**config.mk**
```make
export PLATFORM = sky130hd
export DESIGN_NAME = nibble_serial_sat_addsub_flat
export DESIGN_NICKNAME = d
export VERILOG_FILES = /design/src/rtl/nibble_serial_sat_addsub_if.sv /design/src/rtl/nibble_serial_sat_addsub.sv /design/src/flat_wrapper.sv
export SDC_FILE = /design/constraint.sdc
export NUM_CORES = 1
export LEC_CHECK = 0
export CAP_MARGIN = 20
export CORE_MARGIN = 2
export CORE_UTILIZATION = 45
export CTS_CLUSTER_SIZE = 14
export DETAILED_ROUTE_END_ITERATION = 7
export PLACE_DENSITY = 0.7
export SKIP_LAST_GASP = 1
export SLEW_MARGIN = 5
export SYNTH_ARGS = -nofsm -noshare
export SYNTH_HDL_FRONTEND = slang
export SYNTH_SLANG_ARGS = --single-unit
```
**constraint.sdc**
```tcl
create_clock -name clk -period 8.1 [get_ports clk]
set_input_delay 1.62 -clock clk [delete_from_list [all_inputs] [get_ports clk]]
set_output_delay 1.62 -clock clk [all_outputs]
set_load 0.03 [all_outputs]
```
**src/rtl/nibble_serial_sat_addsub_if.sv**
```systemverilog
// Start/busy/done handshake and operand/result bus for the nibble-serial
// saturating add/sub unit. The requester uses the master modport, the
// arithmetic unit uses the slave modport.
interface nibble_serial_sat_addsub_if #(
    parameter int WIDTH = 16
);
    logic             start;
    logic [1:0]       op;
    logic [WIDTH-1:0] a;
    logic [WIDTH-1:0] b;
    logic             busy;
    logic             done;
    logic [WIDTH-1:0] result;
    logic             err;

    modport master (
        output start, op, a, b,
        input  busy, done, result, err
    );

    modport slave (
        input  start, op, a, b,
        output busy, done, result, err
    );
endinterface

```
**src/rtl/nibble_serial_sat_addsub.sv**
```systemverilog
// Multi-cycle signed saturating ADD / SUB / PADDSB unit. A single 4-bit
// add/sub slice plus a carry register processes one nibble per cycle, LSB
// nibble first. Operands are shifted right through the slice and the slice
// output is shifted into a shadow register from the top, so after NSTEP
// steps the shadow holds the whole sum in place. The result and error flag
// are held until the next completion.
module nibble_serial_sat_addsub #(
    parameter int WIDTH = 16
) (
    input  logic                     clk,
    input  logic                     rst,
    nibble_serial_sat_addsub_if.slave bus
);

    localparam int NSTEP = WIDTH / 4;
    localparam int CW    = (NSTEP > 1) ? $clog2(NSTEP) : 1;

    localparam logic [1:0] OP_ADD  = 2'b00;
    localparam logic [1:0] OP_SUB  = 2'b01;
    localparam logic [1:0] OP_PADD = 2'b10;
    localparam logic [1:0] OP_ILL  = 2'b11;

    // IDLE plus one run state; the nibble step N0..N(NSTEP-1) is held in step_q.
    localparam logic [0:0] ST_IDLE = 1'b0;
    localparam logic [0:0] ST_RUN  = 1'b1;

    localparam logic [CW-1:0]    LAST_STEP = CW'(NSTEP - 1);
    localparam logic [WIDTH-1:0] SAT_POS   = {1'b0, {(WIDTH-1){1'b1}}};
    localparam logic [WIDTH-1:0] SAT_NEG   = {1'b1, {(WIDTH-1){1'b0}}};

    logic [0:0]       state_q;
    logic [CW-1:0]    step_q;
    logic [1:0]       op_q;
    logic [WIDTH-1:0] a_sh_q;
    logic [WIDTH-1:0] b_sh_q;
    logic [WIDTH-1:0] shadow_q;
    logic             carry_q;
    logic             sticky_q;
    logic [WIDTH-1:0] result_q;
    logic             err_q;
    logic             done_q;

    logic [3:0]       nib_a;
    logic [3:0]       nib_b;
    logic             cin;
    logic [4:0]       sum5;
    logic             nib_ovf;
    logic [3:0]       nib_out;
    logic [WIDTH+3:0] shift_cat;
    logic [WIDTH-1:0] shadow_next;
    logic             last_step;
    logic [WIDTH-1:0] final_val;
    logic             final_err;

    // Shared nibble slice: operand conditioning, add, per-nibble overflow and
    // the completion value that is committed when leaving the last step.
    always_comb begin
        // NOTE: every signal assigned in this block gets a default first so no
        // path can leave it unassigned and infer a latch.
        nib_a       = a_sh_q[3:0];
        nib_b       = (op_q == OP_SUB) ? ~b_sh_q[3:0] : b_sh_q[3:0];
        cin         = (op_q == OP_PADD) ? 1'b0 : carry_q;
        sum5        = {1'b0, nib_a} + {1'b0, nib_b} + {4'b0000, cin};
        // For SUB the inverted B makes this the a/b-sign-differs rule; on the
        // top nibble it is exactly the full-width ADD/SUB overflow condition.
        nib_ovf     = (nib_a[3] == nib_b[3]) && (sum5[3] != nib_a[3]);
        nib_out     = sum5[3:0];
        if (op_q == OP_PADD && nib_ovf) begin
            nib_out = nib_a[3] ? 4'h8 : 4'h7;
        end
        shift_cat   = {nib_out, shadow_q};
        shadow_next = shift_cat[WIDTH+3:4];
        last_step   = (step_q == LAST_STEP);

        final_val   = shadow_next;
        final_err   = 1'b0;
        case (op_q)
            OP_ADD, OP_SUB: begin
                final_err = nib_ovf;
                if (nib_ovf) begin
                    final_val = nib_a[3] ? SAT_NEG : SAT_POS;
                end
            end
            OP_PADD: begin
                final_err = sticky_q | nib_ovf;
            end
            OP_ILL: begin
                final_val = '0;
                final_err = 1'b1;
            end
            default: begin
                final_val = '0;
                final_err = 1'b1;
            end
        endcase
    end

    // Sequencer: accept in IDLE, one nibble per cycle, commit on the last step.
    always_ff @(posedge clk) begin
        // NOTE: state registers use non-blocking assignments so every register
        // samples the pre-edge values of the others, matching the hardware.
        if (rst) begin
            state_q  <= ST_IDLE;
            step_q   <= '0;
            op_q     <= OP_ADD;
            a_sh_q   <= '0;
            b_sh_q   <= '0;
            shadow_q <= '0;
            carry_q  <= 1'b0;
            sticky_q <= 1'b0;
            result_q <= '0;
            err_q    <= 1'b0;
            done_q   <= 1'b0;
        end else begin
            done_q <= 1'b0;
            case (state_q)
                ST_IDLE: begin
                    if (bus.start) begin
                        op_q     <= bus.op;
                        a_sh_q   <= bus.a;
                        b_sh_q   <= bus.b;
                        shadow_q <= '0;
                        carry_q  <= (bus.op == OP_SUB);
                        sticky_q <= 1'b0;
                        step_q   <= '0;
                        state_q  <= ST_RUN;
                    end
                end
                ST_RUN: begin
                    a_sh_q   <= a_sh_q >> 4;
                    b_sh_q   <= b_sh_q >> 4;
                    shadow_q <= shadow_next;
                    carry_q  <= sum5[4];
                    sticky_q <= sticky_q | nib_ovf;
                    step_q   <= step_q + 1'b1;
                    if (last_step) begin
                        result_q <= final_val;
                        err_q    <= final_err;
                        done_q   <= 1'b1;
                        state_q  <= ST_IDLE;
                    end
                end
                default: begin
                    state_q <= ST_IDLE;
                end
            endcase
        end
    end

    // Output mapping.
    always_comb begin
        bus.busy   = (state_q == ST_RUN);
        bus.done   = done_q;
        bus.result = result_q;
        bus.err    = err_q;
    end

endmodule
```
**src/flat_wrapper.sv**
```systemverilog
// flat-port wrapper written by rule: the top's interface ports become plain ports
module nibble_serial_sat_addsub_flat 
#(
    parameter int WIDTH = 16
)
  (clk, rst, bus_start, bus_op, bus_a, bus_b, bus_busy, bus_done, bus_result, bus_err);
  nibble_serial_sat_addsub_if #(.WIDTH(WIDTH)) bus_i ();
  input  logic clk;
  input  logic rst;
  input wire logic [$bits(bus_i.start)-1:0] bus_start;
  input wire logic [$bits(bus_i.op)-1:0] bus_op;
  input wire logic [$bits(bus_i.a)-1:0] bus_a;
  input wire logic [$bits(bus_i.b)-1:0] bus_b;
  output wire logic [$bits(bus_i.busy)-1:0] bus_busy;
  output wire logic [$bits(bus_i.done)-1:0] bus_done;
  output wire logic [$bits(bus_i.result)-1:0] bus_result;
  output wire logic [$bits(bus_i.err)-1:0] bus_err;
  assign bus_i.start = bus_start;
  assign bus_i.op = bus_op;
  assign bus_i.a = bus_a;
  assign bus_i.b = bus_b;
  assign bus_busy = bus_i.busy;
  assign bus_done = bus_i.done;
  assign bus_result = bus_i.result;
  assign bus_err = bus_i.err;
  nibble_serial_sat_addsub #(.WIDTH(WIDTH)) u_core (.clk(clk), .rst(rst), .bus(bus_i));
endmodule
```
# --- Word-level counts from Yosys, hierarchy flattened ---
# Index checks and enable logic that the tools add are counted.
word_totals:
  wordCells: 56
  output_inout_bits: 19
  in_bits: 37
  reg_bits: 73
classes:
  add_sub_neg: 3
  bitwise: 3
  eq_ne: 8
  mux: 24
  reduce_logical: 7
op_table:
  columns: ["cell", "count"]
  rows:
  - ["one-hot mux 16 bit (2 select lines)", 4]
  - ["2-to-1 mux 16 bit", 5]
  - ["2-to-1 mux 4 bit", 3]
  - ["equality test 2 bit, second input constant", 3]
  - ["2-to-1 mux 1 bit", 6]
  - ["one-hot mux 1 bit (2 select lines)", 3]
  - ["adder 4 x 4 -> 5 bit", 1]
  - ["adder 5 x 1 -> 5 bit", 1]
  - ["equality test 2 x 1 -> 1 bit, second input constant", 2]
  - ["inverter 4 bit", 1]
  - ["one-hot mux 2 bit (2 select lines)", 1]
  - ["AND reduction 2 bit", 2]
  - ["OR reduction 2 bit", 2]
  - ["one-hot mux 1 bit (3 select lines)", 1]
  - ["adder 2 x 1 -> 2 bit, second input constant", 1]
  - ["logical AND 1 bit", 2]
  - ["zero test 2 bit", 1]
  - ["2-to-1 mux 2 bit", 1]
  - ["inequality test 2 bit, second input constant", 1]
  - ["equality test 1 bit", 1]
  - ["inequality test 1 bit", 1]
  - ["inverter 1 bit", 1]
  - ["OR 1 bit", 1]

# --- Longest topological paths before layout ---
# Gate-level depths: netlist (run 1).
logic_depth:
  ltp_word: 10
  ltp_mapped: 10
  ltp_nobuf: 8

# --- Least setup slack after synthesis (run 1) ---
# Ideal clock, no wire load.
synth_path:
  path_type: "input to register"
  from: "in bus_start"
  to: "reg u_core.a_sh_q[2]"
  setup_time_ns: 0.129
  path_stages: 6
  required_ns: 7.971
  slack_ns: 5.419
  t_arrival_ns: 2.552
  n_path_buf: 2
  cell_sequence: "clkbuf_1 > buf_2 > mux2i_1 > nor2_1 > a21oi_1 > nor2_1"
synth_via:
  elab_chain_len: 1
synth_rtl:
  columns: ["element", "line_no", "rtl"]
  rows:
  - ["from (decl)", "flat_wrapper.sv:10", "input wire logic [$bits(bus_i.start)-1:0] bus_start;"]
  - ["inequality test 2 bit (no line)", null, null]
  - ["to (signal assigned)", "nibble_serial_sat_addsub.sv:120", "a_sh_q <= bus.a;"]
  - ["to (signal assigned)", "nibble_serial_sat_addsub.sv:130", "a_sh_q <= a_sh_q >> 4;"]
  - ["to (decl)", "nibble_serial_sat_addsub.sv:34", "logic [WIDTH-1:0] a_sh_q;"]
# No other way between the ends.
# A chain may end at the register's enable or synchronous reset.

# --- Worst setup path after layout (run 1) ---
layout_path:
  from: "reg u_core.result_q[15] (netlist: u_core.bus.result[15])"
  to: "out bus_result[15]"
layout_lines:
  columns: ["element", "line_no", "rtl"]
  rows:
  - ["from (decl)", "nibble_serial_sat_addsub.sv:39", "logic [WIDTH-1:0] result_q;"]
  - ["from (signal assigned)", "nibble_serial_sat_addsub.sv:137", "result_q <= final_val;"]
  - ["to (decl)", "flat_wrapper.sv:16", "output wire logic [$bits(bus_i.result)-1:0] bus_result;"]
# No word-level cell between the ends.

==> summary by stage, run 1 <==
Outcome
The run finished with clean final reports.

Logic synthesis
The cell area after synthesis is 3227 um2. The count of unique library cells instantiated by Yosys is 47. The number of nets handed over by synthesis was 413. The cell count after synthesis came out at 370.

After synthesis, flip-flops and latches occupy 42.81% of the total area. Each instance of the synthesized netlist takes up on average 8.721 um2. The number of flops mapped to enable cells by yosys is 0. The post-synthesis sequential element count is 69.

The fraction of synthesis flops using an asynchronous set or reset pin is 0%. The number of synthesis warnings is 0. The main flop type after synthesis is sky130_fd_sc_hd__dfxtp_1.

Floorplanning
The die is 88.68 um wide. After floorplanning, the core was sized to cover 6869 um2. The die covers 7864 um2. The die height is 88.68 um.

The number of top-level pins is 56. The initial utilization of the core area, before any placement, comes to 46.98%. The number of cell rows is 30.

Cells and area
In the layout the commonest cells are sky130_fd_sc_hd__nor2_1, sky130_fd_sc_hd__dfxtp_1, sky130_fd_sc_hd__clkdlybuf4s50_1, sky130_fd_sc_hd__a21oi_1, sky130_fd_sc_hd__mux2i_1. The share of cells above drive strength 1 is 7.264%. In the final design database the tool counted 452 nets. The area growth from synthesis to layout is 21.99%. The library cell used most frequently in the layout, excluding fill and tap cells, is sky130_fd_sc_hd__nor2_1. The final antenna diode count is 0.

CTS
The TritonCTS clock tree is yes. The number of clock buffers added by TritonCTS is 9. For this design, the sink count on the clock tree is 69.

The post-CTS resize count is 0. For the worst-skew pair, the clock arrives at the later sink with an insertion delay of 0.34 ns. The cell sitting at the root of the clock tree is a sky130_fd_sc_hd__clkbuf_8. No sink is reached through more buffers than the 2 on the longest clock path. The count of buffers added by post-CTS timing repair for setup is 0. The clock-pin slew on the worst setup and hold paths is 0.07 ns. The post-cts hold buffer count is 0. The level count of the clock H-tree is 3.

Setup path
Counting both buffers and inverters, the worst setup path holds a total of 1. The worst setup path is launched from a flop. The start point of the critical path is u_core.bus.result[15].

The largest delay contributor family on the critical path is buffers and inverters. The path type of the worst setup path is flop to output port. The worst register-to-register path begins at u_core.op_q[1].

The critical path endpoint category is an output port. Traced cell by cell, the critical path runs through clkdlybuf4s50_1. On the worst path, the slowest cell contributes a delay of 0.67 ns.

STA puts the critical path data required time at 6.48 ns. The maximum fanout encountered on the critical timing path is 2. The cell with the biggest individual delay on the critical path is sky130_fd_sc_hd__clkdlybuf4s50_1. Data on the critical path arrives at its endpoint at 1.36 ns.

Pwr
The power density normalized to cell area is 191.1 nW/um2. In this run the static leakage power is 0.001536 uW. The completed layout was analyzed and its total power is 752.3 uW. VDD sags by at most 0.1175 mV.

Placement
Summed over all nets, the half-perimeter wirelength after detailed placement is 4522 um. The congestion estimate from routability-driven global placement came to 0.8588. The port buffer count is 55.

Timing
The hold violation count in the final report is 0. The shortest period the worst path allows is 2.976 ns. Based on the critical path, the design can be clocked at up to 336.1 MHz. The measured slew at the worst slew-check pin is 0.8014 ns.

The relative slew slack is 46.34%. After layout, the worst path uses 36.74% of the clock period. The setup skew after layout is 0.005531 ns. The total count of max-transition violations in the final report is 0. Setup repair after global routing left no endpoint under its margin. The setup total negative slack is 0 ns. Setup violations remaining at the end of the flow were counted as 0.

Min path
The startpoint identified for the worst hold timing path is u_core.b_sh_q[7]. The tightest min-delay check is of the flop to flop type.

Global routing
The first global-routing pass estimated 11390 um of wire. Global routing used 18.68% of the available tracks. The total congestion overflow after global routing is 0. The initial antenna violation count came to 0.

The pin count of the biggest net entering global routing is 82. The via count of the first global-routing pass is 2481.

Drt
In the final routed layout, each cell accounts on average for 13.27 um. Using the TritonRoute via totals, the vias-per-cell ratio works out to 5.281. For this block, the via count after detailed routing is 2688. The DRC violations left is 0. For this run, the detailed router's first-pass iteration total came to 4. The number of routed nets with antenna violations is 0. The violation count after the first detailed-route iteration is 122. The final wirelength is 6752 um.

Flow run
The number of maximum-capacitance constraint violations is 0.
per-stage QoR:
stage | hold slack [ns] | worst slack, ns | std cells | instance area [um2] | utilization [%]
floorplan | 0.4537 | 5.419 | 370 | 3227 | -
global route | 0.5118 | 5.005 | 509 | 3936 | 57.30
detailed placement | 0.4650 | 4.678 | 493 | 3717 | 54.12
finish | 0.4843 | 5.124 | 509 | 3936 | 57.30
global placement | 0.4618 | 4.690 | 493 | 3717 | 54.12
CTS | 0.4871 | 5.045 | 508 | 3916 | 57.01
flip-flops by register name, indices dropped and copies added, names as in the netlist:
name,cells
u_core.bus.result,16
u_core.shadow_q,12
u_core.op_q,2
u_core.sticky_q,1
u_core.b_sh_q,16
u_core.a_sh_q,16
u_core.carry_q,1
u_core.bus.err,1
u_core.step_q,2
u_core.bus.done,1
u_core.bus.busy,1
routing by layer:
metal / track usage, % / share of wire, % / up-vias
li1: - / - / 1372
met1: 24.38 / 49 / 1246
met2: 28.90 / 46 / 57
met3: 5.504 / 3.8 / 13
met4: 7.713 / 1.7 / 0
met5: 0 / 0 / -
synth_stat cells (4+ instances only):
library cell | n | area [um2]
sky130_fd_sc_hd__ha_1 | 4 | 50.05
sky130_fd_sc_hd__clkbuf_8 | 4 | 55.05
sky130_fd_sc_hd__xnor2_1 | 6 | 52.55
sky130_fd_sc_hd__a31oi_1 | 13 | 81.33
sky130_fd_sc_hd__nand2_1 | 7 | 26.28
sky130_fd_sc_hd__o21ai_0 | 10 | 50.05
sky130_fd_sc_hd__buf_2 | 5 | 25.02
sky130_fd_sc_hd__a21oi_1 | 39 | 195.2
sky130_fd_sc_hd__nor3_1 | 13 | 65.06
sky130_fd_sc_hd__nor3b_1 | 10 | 75.07
sky130_fd_sc_hd__nor4_1 | 4 | 25.02
sky130_fd_sc_hd__clkbuf_1 | 13 | 48.80
sky130_fd_sc_hd__mux2i_1 | 33 | 330.3
sky130_fd_sc_hd__dfxtp_1 | 69 | 1381
sky130_fd_sc_hd__nor2_1 | 88 | 330.3
final cells by class:
type | count | area [um2]
Timing Repair Buffer | 58 | 575.6
Multi-Input combinational cell | 268 | 1648
Tap cell | 96 | 120.1
Inverter | 3 | 11.26
Clock inverter | 4 | 47.55
Fill cell | 655 | 2933
Clock buffer | 11 | 151.4
Sequential cell | 69 | 1383
kinds of logic (layout without fill, tap and decap cells):
logic type,Yosys count,after routing,synth area share (%)
xor gates and xnor gates,6,6,1.629
and+or+nand+nor,139,139,19.89
buffers and inverters,33,76,6.126
adders and majority gates,6,6,2.792
AOI/OAI and AO/OA,84,84,16.52
DFF,69,69,42.81
muxes,33,33,10.24
worst paths after layout:
| kind | slack [ns] | cells after the start | end |
|---|---|---|---|
| setup / recovery | 5.12 | 1 | bus_result[15] |
| hold / removal | 0.48 | 2 | u_core.b_sh_q[3] |
| setup reg to reg | 5.23 | 7 | u_core.bus.result[10] |
| hold reg to reg | 0.48 | 2 | u_core.b_sh_q[3] |
power by group:
| part | internal [uW] | total [uW] | switching [uW] |
|---|---|---|---|
| clock | 156 | 280 | 124 |
| sequential | 353 | 364 | 10.6 |
| combinational | 49.2 | 108 | 59.2 |
| total | 558 | 752 | 194 |
(Power assumes the default switching activity.)
==> inputs of run 2 (changes only) <==
==> constraint.sdc (replaced) <==
create_clock -name clk -period 3 [get_ports clk]
set_input_delay 0.6 -clock clk [delete_from_list [all_inputs] [get_ports clk]]
set_output_delay 0.6 -clock clk [all_outputs]
set_load 0.03 [all_outputs]
==> run 2 against run 1 <==
Effect of this change:
- sequential power grew to 2.7 times the previous value
- clock-buffer cell count is 1 lower
- die area is the same
- clock skew rose by 0.0028 ns
- critical path type is now flop to flop
- global-route usage about the same
- combinational power rose to 2.7 times the previous value
- routed wire length rose by 1.4%
- final cell count is 0.79% higher
==> summary by stage, run 2 (same netlist as run 1, synthesis figures left out) <==
Outcome
Result of the run: finished clean (unchanged).

CTS
The level count of the clock H-tree is 3 (unchanged). The number of clock sinks is 69 (unchanged). The TritonCTS clock tree is yes (unchanged).

The count of buffers added by post-CTS timing repair for setup is 0 (unchanged). The worst-skew pair later-pin latency came to 0.35 ns (was 0.34 ns). The clock-pin slew on the worst setup and hold paths came to 0.07 ns (about the same). The clock tree root driver cell is sky130_fd_sc_hd__clkbuf_8 (unchanged).

The number of clock buffers inserted by TritonCTS is 9 (unchanged). The post-CTS resize count is 0 (unchanged). The maximum buffer depth of the clock tree is 2 (unchanged).

The post-cts hold buffer count was 0 (unchanged).

Pwr
The switching power is 542.2 uW (was 193.9 uW). The power density normalized to cell area is 510.6 nW/um2 (was 191.1 nW/um2). The internal power is 1469 uW (was 558.4 uW). The largest vdd supply drop is 0.3081 mV (was 0.1175 mV). The part of the total power dissipated in sequential elements came to 48.8% (was 48.3%). The leakage dissipation was 0.001536 uW (about the same). The combinational fraction of design power is 14.6% (was 14.4%).

The switching portion of total power was 26.96% (was 25.78%). The power consumption is 2011 uW (was 752.3 uW). The part of the power in the clock network is 36.6% (was 37.2%).

Cells and area
Commonest non-fill, non-tap cells in the layout: sky130_fd_sc_hd__nor2_1, sky130_fd_sc_hd__dfxtp_1, sky130_fd_sc_hd__clkdlybuf4s50_1, sky130_fd_sc_hd__a21oi_1, sky130_fd_sc_hd__mux2i_1 (unchanged). The number of nets in the finished design was 455 (was 452). The share of cells above drive strength 1 is 7.914% (was 7.264%). The area growth from synthesis to layout is 22.06% (was 21.99%).

The core utilization of the finished layout came to 57.34% (was 57.30%). The most common cell after layout, fill and taps aside is sky130_fd_sc_hd__nor2_1 (unchanged). The final antenna diode count is 0 (unchanged). The finished layout cell area was 3939 um2 (was 3936 um2).

Drt
The routed via count is 2731 (was 2688). The ratio of routed vias to standard cells is 5.324 (was 5.281). The iteration count of the initial detailed-routing pass is 6 (was 4).

The final wirelength is 6847 um (was 6752 um). The number of routed nets with antenna violations is 0 (unchanged). The violation count after the first detailed-route iteration was 92 (was 122). The DRC violations left is 0 (unchanged). The routed wirelength normalized by instance count is 13.35 um (was 13.27 um).

Setup path
The path type of the worst setup path is flop to flop (was flop to output port). The cell with the biggest individual delay on the critical path is sky130_fd_sc_hd__fa_1 (was sky130_fd_sc_hd__clkdlybuf4s50_1). The signal arrival time at the worst endpoint is 2.97 ns (was 1.36 ns). The worst reg2reg path endpoint is u_core.shadow_q[14] (was u_core.bus.result[10]). The maximum fanout encountered on the critical timing path came to 9 (was 2). Cell chain of the critical path: nand2b_1, xnor2_1, fa_1, fa_1, xnor2_1, o21ai_0, a221o_1 (was clkdlybuf4s50_1).

The largest delay contributor family on the critical path is adder cells (was buffers and inverters). The worst flop-to-flop path startpoint is u_core.op_q[1] (unchanged). The maximum cell stage delay along the critical path is 0.49 ns (was 0.67 ns). The required time of the critical path is 3.24 ns (was 6.48 ns).

The sort of element at the start of the critical path is a flop (unchanged). The buffering stage count on the worst path with inverters included was 0 (was 1). The slack of the worst reg-to-reg path is 0.27 ns (was 5.23 ns). The total stage count of the critical path is 7 (was 1). The critical path endpoint category is a flop (was output port). The cell count of the worst reg-to-reg path is 7 (unchanged).

Global routing
The pin count of the biggest net entering global routing was 57 (was 82). The wire length of the first global-routing pass is 11300 um (was 11390 um). The initial antenna violation count came to 0 (unchanged). The via count of the first global-routing pass came to 2427 (was 2481). The total congestion overflow after global routing was 0 (unchanged). The global-route usage over all layers came to 18.71% (was 18.68%).

Timing
The hold violation count in the final report is 0 (unchanged). The total count of max-transition violations in the final report is 0 (unchanged). The relative slew slack is 43.33% (was 46.34%). Setup repair after global routing missed its margin: no (unchanged). The setup total negative slack was 0 ns (unchanged). The measured slew at the worst slew-check pin is 0.8463 ns (was 0.8014 ns). The shortest period the worst path allows is 2.727 ns. The share of the clock period used by the worst path is 90.91%. The post-layout worst setup margin is 0.2727 ns (was 5.124 ns). The maximum clock rate is 366.7 MHz. The setup skew after layout is 0.008296 ns (was 0.005531 ns). The count of final setup violators is 0 (unchanged).

Floorplanning
The die area is 7864 um2 (unchanged). The die boundary width is 88.68 um (unchanged). The area of the core is 6869 um2 (unchanged). The number of top-level pins is 56 (unchanged). The die height is 88.68 um (unchanged). The number of cell rows is 30 (unchanged). The initial core utilization is 46.98% (unchanged).

Placement
The half-perimeter wire length of the detailed placement result was 4712 um (was 4522 um). The worst-case setup slack after placement came to 0.2919 ns (was 4.678 ns). The final weighted congestion of routability-driven global placement is 0.8608 (was 0.8588).

The placement-stage cell area came to 3747 um2 (was 3717 um2). The port buffer count is 55 (unchanged).

Min path
The type of the worst min-delay path was flop to flop (unchanged). The source of the worst hold timing path is u_core.a_sh_q[14] (was u_core.b_sh_q[7]). The depth of the worst hold-timing path came to 2 (unchanged). The hold path endpoint is u_core.a_sh_q[10] (was u_core.b_sh_q[3]).

Flow run
The number of maximum-capacitance constraint violations came to 0 (unchanged).
run 2: cell count changes in the layout (fill, tap and decap cells not counted), sizes merged:
cell	change
clkinv	+1
clkinvlp	+1
clkbuf	-1
buf	+3
run 2: area by class of cell:
| type | instances | area [um2] |
|---|---|---|
| clock buffer | 10 | 127.6 |
| clock inverter | 6 | 63.81 |
| fill | 643 | 2930 |
| inverter | 3 | 11.26 |
| multi-input combinational | 268 | 1648 |
| sequential | 69 | 1383 |
| tap | 96 | 120.1 |
| timing repair buffer | 61 | 585.6 |
run 2: worst max-delay path by stage:
stage | from | endpoint | slack, ns
after global placement | u_core.op_q[1] | u_core.shadow_q[14] | 0.40
after detailed placement | u_core.op_q[1] | u_core.shadow_q[14] | 0.29
after CTS | u_core.op_q[1] | u_core.shadow_q[14] | 0.28
after global routing | u_core.op_q[1] | u_core.shadow_q[14] | 0.05
after floorplan | u_core.op_q[1] | u_core.shadow_q[14] | 0.44
final | u_core.op_q[1] | u_core.shadow_q[14] | 0.27
run 2: layer usage:
layer,vias up,share of wire [%],GRT usage [%]
met2,68,46,29.10
li1,1377,-,-
met3,17,5.0,4.384
met4,0,3.1,11.16
met5,-,0,0
met1,1269,45,23.57
run 2: per-stage QoR:
| stage | std cells | hold WS (ns) |
|---|---|---|
| after global routing | 513 | 0.5107 |
| after global placement | 497 | 0.4628 |
| final | 513 | 0.4845 |
| after floorplan | 370 | 0.4537 |
| after CTS | 513 | 0.4867 |
| after detailed placement | 497 | 0.4681 |
run 2: tightest hold or removal path: cells and delay by family, from the launching register on:
family	cells	cell delay, ns
simple gates	1	0.07
flops	1	0.33
compound gates	1	0.06
run 2: power groups by stage:
| stage | combinational, uW | sequential [uW] | clock, uW |
|---|---|---|---|
| finish | 294 | 982 | 736 |
| detailed placement | 294 | 1000 | 0 |
| global route | 327 | 986 | 800 |
| CTS | 295 | 981 | 755 |
| floorplan | 210 | 994 | 0 |
| global placement | 286 | 1000 | 0 |
==> inputs of run 3 (changes only) <==
==> constraint.sdc (replaced) <==
create_clock -name clk -period 3.4 [get_ports clk]
set_input_delay 0.68 -clock clk [delete_from_list [all_inputs] [get_ports clk]]
set_output_delay 0.68 -clock clk [all_outputs]
set_load 0.03 [all_outputs]
==> run 3 against run 2 <==
Effect of this change:
- critical path depth unchanged
- combinational power fell by 14%
- power down 11%
- final cell count shrank 0.19%
- clock-buffer cell count rose by 2
- critical endpoint is now u_core.bus.result[9]
- largest power group unchanged
==> summary by stage, run 3 (same netlist as run 1, synthesis figures left out) <==
Cells and area
The non-filler instance count after layout came to 512 (was 513). The area taken by flip-flops and latches came to 1383 um2 (unchanged). The area growth from synthesis to layout is 21.87% (was 22.06%). The final antenna diode count is 0 (unchanged). The number of nets in the finished design is 454 (was 455). The fill cell instance count of the final layout came to 640 (was 643). The area of the multi-input gates is 1648 um2 (unchanged). The most common cell after layout, fill and taps aside is sky130_fd_sc_hd__nor2_1 (unchanged). Commonest non-fill, non-tap cells in the layout: sky130_fd_sc_hd__nor2_1, sky130_fd_sc_hd__dfxtp_1, sky130_fd_sc_hd__clkdlybuf4s50_1, sky130_fd_sc_hd__a21oi_1, sky130_fd_sc_hd__mux2i_1 (unchanged). The share of cells above drive strength 1 is 7.452% (was 7.914%).

Floorplanning
The number of cell rows came to 30 (unchanged). The die area is 7864 um2 (unchanged). The number of top-level pins is 56 (unchanged).

The die boundary width came to 88.68 um (unchanged). The die height is 88.68 um (unchanged). The initial core utilization is 46.98% (unchanged).

The area of the core is 6869 um2 (unchanged).

Timing
The count of final setup violators is 0 (unchanged). Setup repair after global routing missed its margin: no (unchanged). The shortest period the worst path allows was 2.846 ns (was 2.727 ns). The hold violation count in the final report came to 0 (unchanged).

The setup skew after layout is 0.007769 ns (was 0.008296 ns). The total count of max-transition violations in the final report came to 0 (unchanged). The measured slew at the worst slew-check pin came to 0.8843 ns (was 0.8463 ns).

The setup total negative slack is 0 ns (unchanged). The relative slew slack was 40.79% (was 43.33%). The share of the clock period used by the worst path was 83.71% (was 90.91%). The post-layout worst setup margin is 0.5540 ns (was 0.2727 ns). The maximum clock rate was 351.4 MHz (was 366.7 MHz).

CTS
The level count of the clock H-tree is 3 (unchanged). The clock-pin slew on the worst setup and hold paths came to 0.07 ns (about the same). The post-cts hold buffer count was 0 (unchanged). The clock tree root driver cell is sky130_fd_sc_hd__clkbuf_8 (unchanged).

The maximum buffer depth of the clock tree is 2 (unchanged). The count of buffers added by post-CTS timing repair for setup is 0 (unchanged). The number of clock sinks is 69 (unchanged). The number of clock buffers inserted by TritonCTS is 9 (unchanged).

The TritonCTS clock tree is yes (unchanged). The post-CTS resize count was 0 (unchanged). The worst-skew pair later-pin latency is 0.35 ns (about the same).

Setup path
The critical path endpoint category is a flop (unchanged). The cell count of the worst reg-to-reg path is 7 (unchanged). The sort of element at the start of the critical path was a flop (unchanged). The slack of the worst reg-to-reg path is 0.55 ns (was 0.27 ns). The path type of the worst setup path is flop to flop (unchanged). The maximum fanout encountered on the critical timing path is 11 (was 9).

The worst flop-to-flop path startpoint is u_core.op_q[1] (unchanged). The worst reg2reg path endpoint is u_core.bus.result[9] (was u_core.shadow_q[14]). The signal arrival time at the worst endpoint is 3.07 ns (was 2.97 ns). The required time of the critical path is 3.62 ns (was 3.24 ns).

Pwr
The power consumption is 1783 uW (was 2011 uW). The power density normalized to cell area is 453.3 nW/um2 (was 510.6 nW/um2). The largest vdd supply drop is 0.2811 mV (was 0.3081 mV). The leakage dissipation is 0.001536 uW (about the same).

Drt
The number of routed nets with antenna violations was 0 (unchanged). The routed via count is 2689 (was 2731). The final wirelength was 6998 um (was 6847 um). The DRC violations left is 0 (unchanged). The iteration count of the initial detailed-routing pass is 5 (was 6). The violation count after the first detailed-route iteration is 198 (was 92).

The ratio of routed vias to standard cells came to 5.252 (was 5.324). The routed wirelength normalized by instance count is 13.67 um (was 13.35 um).

Global routing
The global-route usage over all layers came to 19.83% (was 18.71%). The wire length of the first global-routing pass is 11900 um (was 11300 um). The pin count of the biggest net entering global routing came to 53 (was 57). The total congestion overflow after global routing is 0 (unchanged).

The via count of the first global-routing pass is 2540 (was 2427). The initial antenna violation count is 0 (unchanged).

Outcome
Result of the run: finished clean (unchanged).

Placement
The half-perimeter wire length of the detailed placement result is 4682 um (was 4712 um). The final weighted congestion of routability-driven global placement is 0.8107 (was 0.8608). The total placed cells including tap cells is 496 (was 497). The port buffer count came to 55 (unchanged). The worst-case setup slack after placement is 0.5798 ns (was 0.2919 ns).

Flow run
The number of maximum-capacitance constraint violations is 0 (unchanged).

Min path
The hold path endpoint is u_core.bus.result[11] (was u_core.a_sh_q[10]). The type of the worst min-delay path is flop to flop (unchanged). The depth of the worst hold-timing path was 2 (unchanged). The source of the worst hold timing path is u_core.bus.result[11] (was u_core.a_sh_q[14]).
run 3: stage by stage:
step	util, %	hold slack [ns]	instance area [um2]
2_1_floorplan	-	0.4537	3227
3_3_place_gp	54.44	0.4642	3740
3_5_place_dp	54.44	0.4526	3740
4_1_cts	57.25	0.4731	3933
5_1_grt	57.25	0.4951	3933
6_report	57.25	0.4686	3933
run 3: how the worst max path moves through the flow:
stage / startpoint / to / slack [ns] / cells after the start
6_report: u_core.op_q[1] / u_core.bus.result[9] / 0.55 / 7
5_1_grt: u_core.op_q[1] / u_core.bus.result[2] / 0.28 / 7
4_1_cts: u_core.op_q[1] / u_core.bus.result[10] / 0.57 / 7
3_5_place_dp: u_core.op_q[1] / u_core.bus.result[10] / 0.58 / 7
3_3_place_gp: u_core.op_q[1] / u_core.bus.result[10] / 0.73 / 7
2_1_floorplan: u_core.op_q[1] / u_core.shadow_q[14] / 0.84 / 9
run 3: power by group:
part	internal [uW]	switching, uW	total (uW)
combinational	117	136	253
sequential	841	31.2	872
clock	357	301	657
run 3: routing by layer:
layer  track usage [%]  routed length, um  vias up
met1             23.53               3124     1237
met5                 0                  0        -
met4             8.953                138        0
met2             31.68               3333       67
met3             7.743                401       11
li1                  -                  -     1374
run 3: worst max-delay path, cell delays in order, from the launching register on:
cell                       delay (ns)
sky130_fd_sc_hd__dfxtp_1         0.46
sky130_fd_sc_hd__nand2b_1        0.30
sky130_fd_sc_hd__xnor2_1         0.14
sky130_fd_sc_hd__fa_1            0.50
sky130_fd_sc_hd__a211oi_4        0.46
sky130_fd_sc_hd__o211ai_1        0.45
sky130_fd_sc_hd__a31oi_1         0.33
sky130_fd_sc_hd__nor3_1          0.07
run 3: layout make-up:
class | instances | area share (%)
clock inverter | 4 | 1.209
clock buffer | 12 | 3.691
multi-input combinational | 268 | 41.90
tap | 96 | 3.054
sequential | 69 | 35.16
inverter | 3 | 0.2864
timing repair buffer | 60 | 14.70
